$ cat config.mk
export PLATFORM = sky130hd
export DESIGN_NAME = machine_timer_flat
export DESIGN_NICKNAME = d
export VERILOG_FILES = /design/src/rtl/timer_pkg.sv /design/src/rtl/machine_timer_if.sv /design/src/rtl/timer_prescaler.sv /design/src/rtl/machine_timer.sv /design/src/flat_wrapper.sv
export SDC_FILE = /design/constraint.sdc
export NUM_CORES = 1
export LEC_CHECK = 0
export BUFFER_PORTS_ARGS = -buffer_cell sky130_fd_sc_hd__buf_2
export CAP_MARGIN = 20
export CORE_ASPECT_RATIO = 1.4
export CORE_MARGIN = 4
export CORE_UTILIZATION = 46
export DETAILED_ROUTE_END_ITERATION = 8
export PLACE_DENSITY = 0.74
export SYNTH_ARGS = -nofsm -noshare
export SYNTH_HDL_FRONTEND = slang
export SYNTH_SLANG_ARGS = --single-unit
$ cat constraint.sdc
create_clock -name clk -period 7.9 [get_ports clk]
set_input_delay 0.79 -clock clk [delete_from_list [all_inputs] [get_ports clk]]
set_output_delay 0.79 -clock clk [all_outputs]
set_load 0.02 [all_outputs]
$ cat src/rtl/timer_pkg.sv
// Shared definitions for the machine timer: register offsets, CTRL bit layout, mtime type.
package timer_pkg;

  // Word offsets, decoded from req_addr[4:2]
  localparam logic [2:0] MTIME_LO    = 3'd0;
  localparam logic [2:0] MTIME_HI    = 3'd1;
  localparam logic [2:0] MTIMECMP_LO = 3'd2;
  localparam logic [2:0] MTIMECMP_HI = 3'd3;
  localparam logic [2:0] CTRL        = 3'd4;

  // CTRL bit positions
  localparam int CTRL_EN      = 0;
  localparam int CTRL_DIV_LSB = 16;

  typedef logic [63:0] mtime_t;

endpackage

$ cat src/rtl/machine_timer_if.sv
// Word-addressed request/response bus between the core data port and the timer.
interface machine_timer_if;

  logic        req_valid;
  logic        req_write;
  logic [4:0]  req_addr;
  logic [31:0] req_wdata;
  logic        rsp_valid;
  logic [31:0] rsp_rdata;

  modport master (
    output req_valid, req_write, req_addr, req_wdata,
    input  rsp_valid, rsp_rdata
  );

  modport slave (
    input  req_valid, req_write, req_addr, req_wdata,
    output rsp_valid, rsp_rdata
  );

endinterface

$ cat src/rtl/timer_prescaler.sv
// Programmable divider: counts 0..div while enabled and emits a one-cycle tick on div.
module timer_prescaler #(
  parameter int PRESC_W = 16
) (
  input  logic               clk,
  input  logic               reset,
  input  logic               en,
  input  logic [PRESC_W-1:0] div,
  input  logic               clr,
  output logic               tick
);

  logic [PRESC_W-1:0] cnt;

  // Tick is combinational so mtime advances on the edge that ends the div-th count.
  assign tick = en && (cnt == div);

  // Phase counter: held at 0 when disabled or cleared by a CTRL write, wraps after div.
  always_ff @(posedge clk or posedge reset) begin
    if (reset) begin
      cnt <= '0;
    end else if (clr || !en || (cnt == div)) begin
      cnt <= '0;
    end else begin
      cnt <= cnt + 1'b1;
    end
  end

endmodule

$ cat src/rtl/machine_timer.sv
// RISC-V machine timer: 64-bit mtime/mtimecmp on a word bus, level interrupt while mtime >= mtimecmp.
module machine_timer
  import timer_pkg::*;
#(
  parameter int          PRESC_W = 16,
  parameter logic [63:0] CMP_RST = 64'hFFFF_FFFF_FFFF_FFFF
) (
  input  logic             clk,
  input  logic             reset,
  machine_timer_if.slave   bus,
  output logic             intr_timer
);

  mtime_t             mtime;
  mtime_t             mtimecmp;
  mtime_t             mtime_nxt;
  mtime_t             mtimecmp_nxt;
  logic               en;
  logic [PRESC_W-1:0] div;
  logic [31:0]        hi_snap;
  logic [31:0]        ctrl_word;
  logic [31:0]        rdata_nxt;
  logic [2:0]         sel;
  logic               wr;
  logic               rd;
  logic               tick;
  logic               unused_addr_bits;

  // Byte-lane bits are ignored: every access is a full word.
  assign unused_addr_bits = ^bus.req_addr[1:0];

  assign sel = bus.req_addr[4:2];
  assign wr  = bus.req_valid && bus.req_write;
  assign rd  = bus.req_valid && !bus.req_write;

  timer_prescaler #(
    .PRESC_W (PRESC_W)
  ) u_prescaler (
    .clk   (clk),
    .reset (reset),
    .en    (en),
    .div   (div),
    .clr   (wr && (sel == CTRL)),
    .tick  (tick)
  );

  // CTRL read image: EN and DIV fields, all other bits zero.
  always_comb begin
    ctrl_word                            = '0;
    ctrl_word[CTRL_EN]                   = en;
    ctrl_word[CTRL_DIV_LSB +: PRESC_W]   = div;
  end

  // Post-edge mtime/mtimecmp: a bus write to a half wins over the tick and suppresses the carry.
  always_comb begin
    mtime_nxt    = mtime;
    mtimecmp_nxt = mtimecmp;
    if (wr && (sel == MTIME_LO)) begin
      mtime_nxt[31:0] = bus.req_wdata;
    end else if (wr && (sel == MTIME_HI)) begin
      mtime_nxt[63:32] = bus.req_wdata;
    end else if (tick) begin
      mtime_nxt = mtime + 64'd1;
    end
    if (wr && (sel == MTIMECMP_LO)) begin
      mtimecmp_nxt[31:0] = bus.req_wdata;
    end
    if (wr && (sel == MTIMECMP_HI)) begin
      mtimecmp_nxt[63:32] = bus.req_wdata;
    end
  end

  // Read mux on pre-edge state; MTIME_HI returns the snapshot taken by the last MTIME_LO read.
  always_comb begin
    rdata_nxt = '0;
    if (rd) begin
      case (sel)
        MTIME_LO:    rdata_nxt = mtime[31:0];
        MTIME_HI:    rdata_nxt = hi_snap;
        MTIMECMP_LO: rdata_nxt = mtimecmp[31:0];
        MTIMECMP_HI: rdata_nxt = mtimecmp[63:32];
        CTRL:        rdata_nxt = ctrl_word;
        default:     rdata_nxt = '0;
      endcase
    end
  end

  // Timer state, CTRL fields and the high-word snapshot.
  always_ff @(posedge clk or posedge reset) begin
    if (reset) begin
      mtime    <= '0;
      mtimecmp <= CMP_RST;
      en       <= 1'b0;
      div      <= '0;
      hi_snap  <= '0;
    end else begin
      mtime    <= mtime_nxt;
      mtimecmp <= mtimecmp_nxt;
      if (wr && (sel == CTRL)) begin
        en  <= bus.req_wdata[CTRL_EN];
        div <= bus.req_wdata[CTRL_DIV_LSB +: PRESC_W];
      end
      if (rd && (sel == MTIME_LO)) begin
        hi_snap <= mtime[63:32];
      end
    end
  end

  // Registered response and interrupt; the compare uses the values being written this edge.
  always_ff @(posedge clk or posedge reset) begin
    if (reset) begin
      bus.rsp_valid <= 1'b0;
      bus.rsp_rdata <= '0;
      intr_timer    <= 1'b0;
    end else begin
      bus.rsp_valid <= bus.req_valid;
      bus.rsp_rdata <= rdata_nxt;
      intr_timer    <= (mtime_nxt >= mtimecmp_nxt);
    end
  end

endmodule

$ cat src/flat_wrapper.sv
// flat-port wrapper written by rule: the top's interface ports become plain ports
module machine_timer_flat import timer_pkg::*;
#(
  parameter int          PRESC_W = 16,
  parameter logic [63:0] CMP_RST = 64'hFFFF_FFFF_FFFF_FFFF
)
  (clk, reset, intr_timer, bus_req_valid, bus_req_write, bus_req_addr, bus_req_wdata, bus_rsp_valid, bus_rsp_rdata);
  machine_timer_if bus_i ();
  input  logic clk;
  input  logic reset;
  output logic intr_timer;
  input wire logic [$bits(bus_i.req_valid)-1:0] bus_req_valid;
  input wire logic [$bits(bus_i.req_write)-1:0] bus_req_write;
  input wire logic [$bits(bus_i.req_addr)-1:0] bus_req_addr;
  input wire logic [$bits(bus_i.req_wdata)-1:0] bus_req_wdata;
  output wire logic [$bits(bus_i.rsp_valid)-1:0] bus_rsp_valid;
  output wire logic [$bits(bus_i.rsp_rdata)-1:0] bus_rsp_rdata;
  assign bus_i.req_valid = bus_req_valid;
  assign bus_i.req_write = bus_req_write;
  assign bus_i.req_addr = bus_req_addr;
  assign bus_i.req_wdata = bus_req_wdata;
  assign bus_rsp_valid = bus_i.rsp_valid;
  assign bus_rsp_rdata = bus_i.rsp_rdata;
  machine_timer #(.PRESC_W(PRESC_W), .CMP_RST(CMP_RST)) u_core (.clk(clk), .reset(reset), .bus(bus_i), .intr_timer(intr_timer));
endmodule
==> results of run 1 <==
power by group through the flow:
stage               registers (mW)  logic, mW  clock network, mW
finish                        1.69      0.937               1.13
global route                  1.71       1.05               1.19
CTS                           1.68      0.934               1.14
detailed placement            1.70      0.923                  0
global placement              1.68      0.897                  0
floorplan                     1.62      0.681                  0
cell families after synthesis:
logic type / after synthesis / synth area share
simple gates: 348 / 0.1421
compound gates: 245 / 0.1286
flops: 227 / 0.4553
buf+inv: 144 / 0.04371
mux: 142 / 0.1207
fa+ha+maj: 66 / 0.06528
xor+xnor: 64 / 0.04431
sequential cells by signal, summed over array words and instances, names as in the netlist:
| register | flops |
|---|---|
| u_core.bus.rsp_valid | 1 |
| u_core.u_prescaler.cnt | 16 |
| u_core.hi_snap | 32 |
| u_core.mtime | 64 |
| u_core.mtimecmp | 64 |
| u_core.bus.rsp_rdata | 32 |
| u_core.intr_timer | 1 |
| u_core.en | 1 |
| u_core.div | 16 |
cells in the mapped netlist (15+ instances only):
library cell,count
o22a_1,19
clkbuf_1,47
nand4_1,30
nor3_1,15
xnor2_1,27
and3_1,16
a22oi_1,34
nand3_1,44
mux2_2,74
a21o_1,20
mux2i_1,67
o21ai_0,41
a21oi_1,55
nor2_1,98
o21ai_1,17
a221oi_1,15
ha_1,66
inv_1,78
dfstp_2,64
dfrtp_1,163
xor2_1,37
nand2_1,82
routing by layer:
layer,vias to the layer above,track usage
met5,-,0
met4,0,0.1255
met3,116,0.03416
met2,429,0.3951
met1,4918,0.2893
li1,4558,-
critical path, cell delays in order:
cell and delay (ns):
buf_2 0.52, nand2b_1 0.49, nor3_2 0.88, buf_4 0.44
or4_1 0.57, nor3_2 0.08, xnor2_1 0.15, o21ai_1 0.10
ha_1 0.35, nand4_1 0.16, or4_1 0.52, a2111oi_0 0.81
nor3_1 0.15, o21ai_0 0.21
area by class of cell:
cell class	instances	share of cell area
Clock inverter	5	0.004579
Sequential cell	227	0.4054
Tap cell	365	0.03214
Inverter	78	0.02113
Timing Repair Buffer	92	0.03734
Clock buffer	38	0.05160
Antenna cell	1	0.0001761
Multi-Input combinational cell	865	0.4476
metrics by stage:
step	cells	power (mW)	setup WS, ns	area, sq um
after CTS	1669	3.756	2.233	14180
after global placement	1626	2.582	1.811	13380
after detailed placement	1626	2.619	1.744	13380
final	1671	3.753	2.086	14210
after global routing	1671	3.957	1.953	14210
after floorplan	1236	2.303	0.9964	12650
final timing paths:
path | start | endpoint | slack (ns) | cells past startpoint
hold reg to reg | u_core.hi_snap[15]$_DFFE_PP0P_ | u_core.hi_snap[15]$_DFFE_PP0P_ | 0.48 | 2
max in group asynchronous | reset | u_core.hi_snap[10]$_DFFE_PP0P_ | 6.16 | 3
hold / removal | reset | u_core.u_prescaler.cnt[12]$_DFF_PP0_ | 0.31 | 2
setup / recovery | bus_req_addr[2] | u_core.intr_timer$_DFF_PP0_ | 2.09 | 14
setup reg to reg | u_core.u_prescaler.cnt[8]$_DFF_PP0_ | u_core.intr_timer$_DFF_PP0_ | 2.26 | 13
min in group clk | bus_req_valid | u_core.bus.rsp_valid$_DFF_PP0_ | 0.47 | 1
==> results.json, run 1 <==
{
  "power.internal_mw": 2.539,
  "synth_top_cell_area_share": 0.3224,
  "antenna_found_initial": 1,
  "max_slew_margin": 0.3312,
  "finalNetCount": 1395,
  "vias": 10021,
  "routed_wl_mm": 35.44,
  "fin_tns_setup_ns": 0,
  "final_cell_mix": "163 x dfrtp_1, 98 x nor2_1, 82 x nand2_1",
  "dr_wl_met3_mm": 2.036,
  "power_density_nw_per_um2": 264.1,
  "grt_pass1_wl_mm": 55.92,
  "ys_types": 60,
  "p_leak_nw": 6.420,
  "hold_violations": 0,
  "timing.final.crit_share": 0.7359,
  "gp_congestion": 0.9326,
  "combPwrFrac": 0.250,
  "clk_pin_slew_ns": 0.06,
  "min_path_type": "primary input to async pin",
  "highest_layer": "met4",
  "finalSetupViolCount": 0,
  "p_sw_mw": 1.214,
  "grt_max_degree": 80,
  "worst_setup_path_end_kind": "flip-flop",
  "cts_tree": "built",
  "cts_sinks": 227,
  "io-pin-count": 75,
  "required_ns": 8.34,
  "first_global_vias": 10152,
  "clock_power_share": 0.301,
  "cp.arrival_ns": 6.25,
  "route.detailed.drc": 0,
  "fin_worst_skew_ns": 0.01591,
  "drt-initial-drc-count": 673,
  "grt_overflow": 0,
  "synth_largest_area_cell": "dfrtp_1",
  "ant_nets": 0,
  "area_growth_pct": 12.31,
  "seqPwrFrac": 0.449,
  "setup.worst_path.start_class": "primary input",
  "status": "finished clean",
  "multi_input_area_sq_um": 6360,
  "ys_seq_area_frac": 0.4553,
  "wire_per_inst_um": 21.21,
  "postSynthCellCount": 1236,
  "port_buffers": 72,
  "clk_path_buf_depth": 3,
  "max_slew.worst_pin.slew_ns": 0.9977,
  "hold_buffers": 0,
  "cts-root-buf": "clkbuf_16",
  "seqCellArea_sq_um": 5761,
  "fin_crit_ns": 5.814,
  "wl_met1_mm": 13.85,
  "syn_nets": 1343,
  "core-area_sq_um": 27010,
  "drt_pass1_iterations": 5,
  "route.met2.wl_mm": 17.35,
  "cts_setup_buffers": 0,
  "drv_slew": 0,
  "rsz0062_at_grt": "no",
  "yosysWarningCount": 0,
  "fin_util": 0.5261,
  "syn_area_sq_um": 12650,
  "syn_avg_cell_area_sq_um": 10.24,
  "die_h_um": 204.2,
  "max_freq_ghz": 0.1720,
  "vias_per_cell": 5.997,
  "synth_ff_type": "dfrtp_1",
  "dp_hpwl_mm": 25.59,
  "swShare": 0.3235,
  "critPathKind": "primary input to flip-flop",
  "synth_edf_count": 0,
  "design.die.area_sq_um": 30260,
  "cap_viol_max_count": 0,
  "die_w_um": 148.2,
  "fill_cells": 2456,
  "crit_fanout": 26,
  "start_util": 0.4684,
  "drive_above_1_share": 0.2253,
  "netlist_top_cells_area": "dfrtp_1 32%, dfstp_2 13%, mux2_2 6.6%, ha_1 6.5%, mux2i_1 5.3%",
  "cts_resized": 0,
  "cts-buffers-inserted": 24,
  "hold_slack_ns": 0.3089,
  "rows": 71,
  "synthArstFlopShare": 1.000,
  "clock_latency_ns": 0.53,
  "grt_usage": 0.2340,
  "final_common_cell": "dfrtp_1",
  "htree_levels": 1,
  "max-vdd-ir-drop_v": 0.0001980,
  "ys_ff_latch": 227
}
Power figures use the tool's default switching activity.
==> run 2, diff against run 1 <==
==> constraint.sdc (replaced) <==
create_clock -name clk -period 6 [get_ports clk]
set_input_delay 0.6 -clock clk [delete_from_list [all_inputs] [get_ports clk]]
set_output_delay 0.6 -clock clk [all_outputs]
set_load 0.02 [all_outputs]
==> results.json, run 2 (synthesis results as in run 1) <==
{
  "max-vdd-ir-drop_v": 0.0002309,
  "max_slew.worst_pin.slew_ns": 1.052,
  "fin_tns_setup_ns": 0,
  "clk_path_buf_depth": 3,
  "htree_levels": 1,
  "drt-initial-drc-count": 788,
  "final_cell_mix": "163 x dfrtp_1, 98 x nor2_1, 82 x nand2_1",
  "finalSetupViolCount": 0,
  "drv_slew": 0,
  "gp_congestion": 0.9361,
  "clk_pin_slew_ns": 0.06,
  "start_util": 0.4684,
  "rsz0062_at_grt": "no",
  "fin_worst_skew_ns": 0.01642,
  "drt_pass1_iterations": 5,
  "die_w_um": 148.2,
  "core-area_sq_um": 27010,
  "n_antenna_cell": 0,
  "critPathKind": "flip-flop to flip-flop",
  "drive_above_1_share": 0.2323,
  "p_leak_nw": 6.470,
  "timing.final.crit_share": 0.8770,
  "hold_buffers": 0,
  "io-pin-count": 75,
  "hold_violations": 0,
  "dp_hpwl_mm": 25.80,
  "grt_pass1_wl_mm": 56.24,
  "cts_setup_buffers": 0,
  "wire_per_inst_um": 21.59,
  "vias_per_cell": 5.947,
  "worst_setup_path_end_kind": "flip-flop",
  "dpl-instance-area_sq_um": 13460,
  "clock_latency_ns": 0.53,
  "fin_crit_ns": 5.262,
  "ant_nets": 0,
  "design.die.area_sq_um": 30260,
  "cts_sinks": 227,
  "cts-root-buf": "clkbuf_16",
  "cts_tree": "built",
  "first_global_vias": 10068,
  "max_freq_ghz": 0.1900,
  "grt_overflow": 0,
  "total_power_mw": 4.989,
  "max_slew_margin": 0.2808,
  "final_common_cell": "dfrtp_1",
  "die_h_um": 204.2,
  "antenna_found_initial": 0,
  "fill_cells": 2408,
  "cp.arrival_ns": 5.70,
  "power_density_nw_per_um2": 348.9,
  "routed_wl_mm": 36.22,
  "min_path_type": "primary input to async pin",
  "hold_slack_ns": 0.2891,
  "port_buffers": 72,
  "route.detailed.drc": 0,
  "final_area_sq_um": 14300,
  "area_growth_pct": 13.04,
  "grt_usage": 0.2366,
  "seqCellArea_sq_um": 5761,
  "cts_resized": 0,
  "finalNetCount": 1402,
  "status": "finished clean",
  "crit_fanout": 8,
  "cts-buffers-inserted": 24,
  "vias": 9979,
  "grt_max_degree": 169,
  "required_ns": 6.43,
  "reg_top3": "u_core.mtime x64, u_core.mtimecmp x64",
  "cap_viol_max_count": 0,
  "setup.worst_path.start_class": "flip-flop",
  "rows": 71,
  "multi_input_area_sq_um": 6360
}
## run 2: layer usage
layer  wire, um  track usage  vias to the layer above  part of all wire
met4       2587       0.1456                        0             0.071
met3       1919      0.02706                      125             0.053
met2      17370       0.3921                      402              0.48
met5          0            0                        -                 0
met1      14350       0.2959                     4903              0.40
li1           -            -                     4549                 -
## run 2: power breakdown
group          switching (mW)  internal, mW
combinational           0.702         0.548
sequential              0.304          1.92
clock                   0.615         0.901
## run 2: worst paths after layout
check / start / endpoint / slack [ns] / cells after the start
setup reg to reg: u_core.mtime[26]$_DFF_PP0_ / u_core.intr_timer$_DFF_PP0_ / 0.74 / 13
max in group asynchronous: reset / u_core.mtime[9]$_DFF_PP0_ / 4.41 / 4
min in group clk: bus_req_valid / u_core.bus.rsp_valid$_DFF_PP0_ / 0.32 / 1
setup / recovery: u_core.mtime[26]$_DFF_PP0_ / u_core.intr_timer$_DFF_PP0_ / 0.74 / 13
hold / removal: reset / u_core.u_prescaler.cnt[10]$_DFF_PP0_ / 0.29 / 3
hold reg to reg: u_core.hi_snap[15]$_DFFE_PP0P_ / u_core.hi_snap[15]$_DFFE_PP0P_ / 0.49 / 2
## run 2: layout make-up
cell class | count | area share
flip-flops and latches | 227 | 0.4028
multi-input cells | 865 | 0.4447
clock buffers | 36 | 0.05224
well taps | 365 | 0.03194
clock inverters | 8 | 0.004725
inverters | 78 | 0.02074
repair buffers | 99 | 0.04279
## run 2: critical path, cell delays in order, from the launching register on
cell and delay, ns:
dfrtp_1 0.43, nand3_1 0.18, nor3_1 0.44, nand2_1 0.27, or4_1 0.76, or3_1 0.37, o21ai_0 0.08, a21oi_1 0.13
ha_1 0.34, nand4_1 0.21, or4_1 0.66, a2111oi_0 0.92, nor3_1 0.16, o21ai_0 0.23
## run 2: per-stage QoR
stage	setup WS [ns]	std cells	util
2_1_floorplan	2.095	1236	-
5_1_grt	0.8360	1678	0.5295
3_3_place_gp	0.8833	1632	0.4979
4_1_cts	0.9126	1677	0.5285
6_report	0.7378	1678	0.5295
3_5_place_dp	0.8276	1633	0.4983
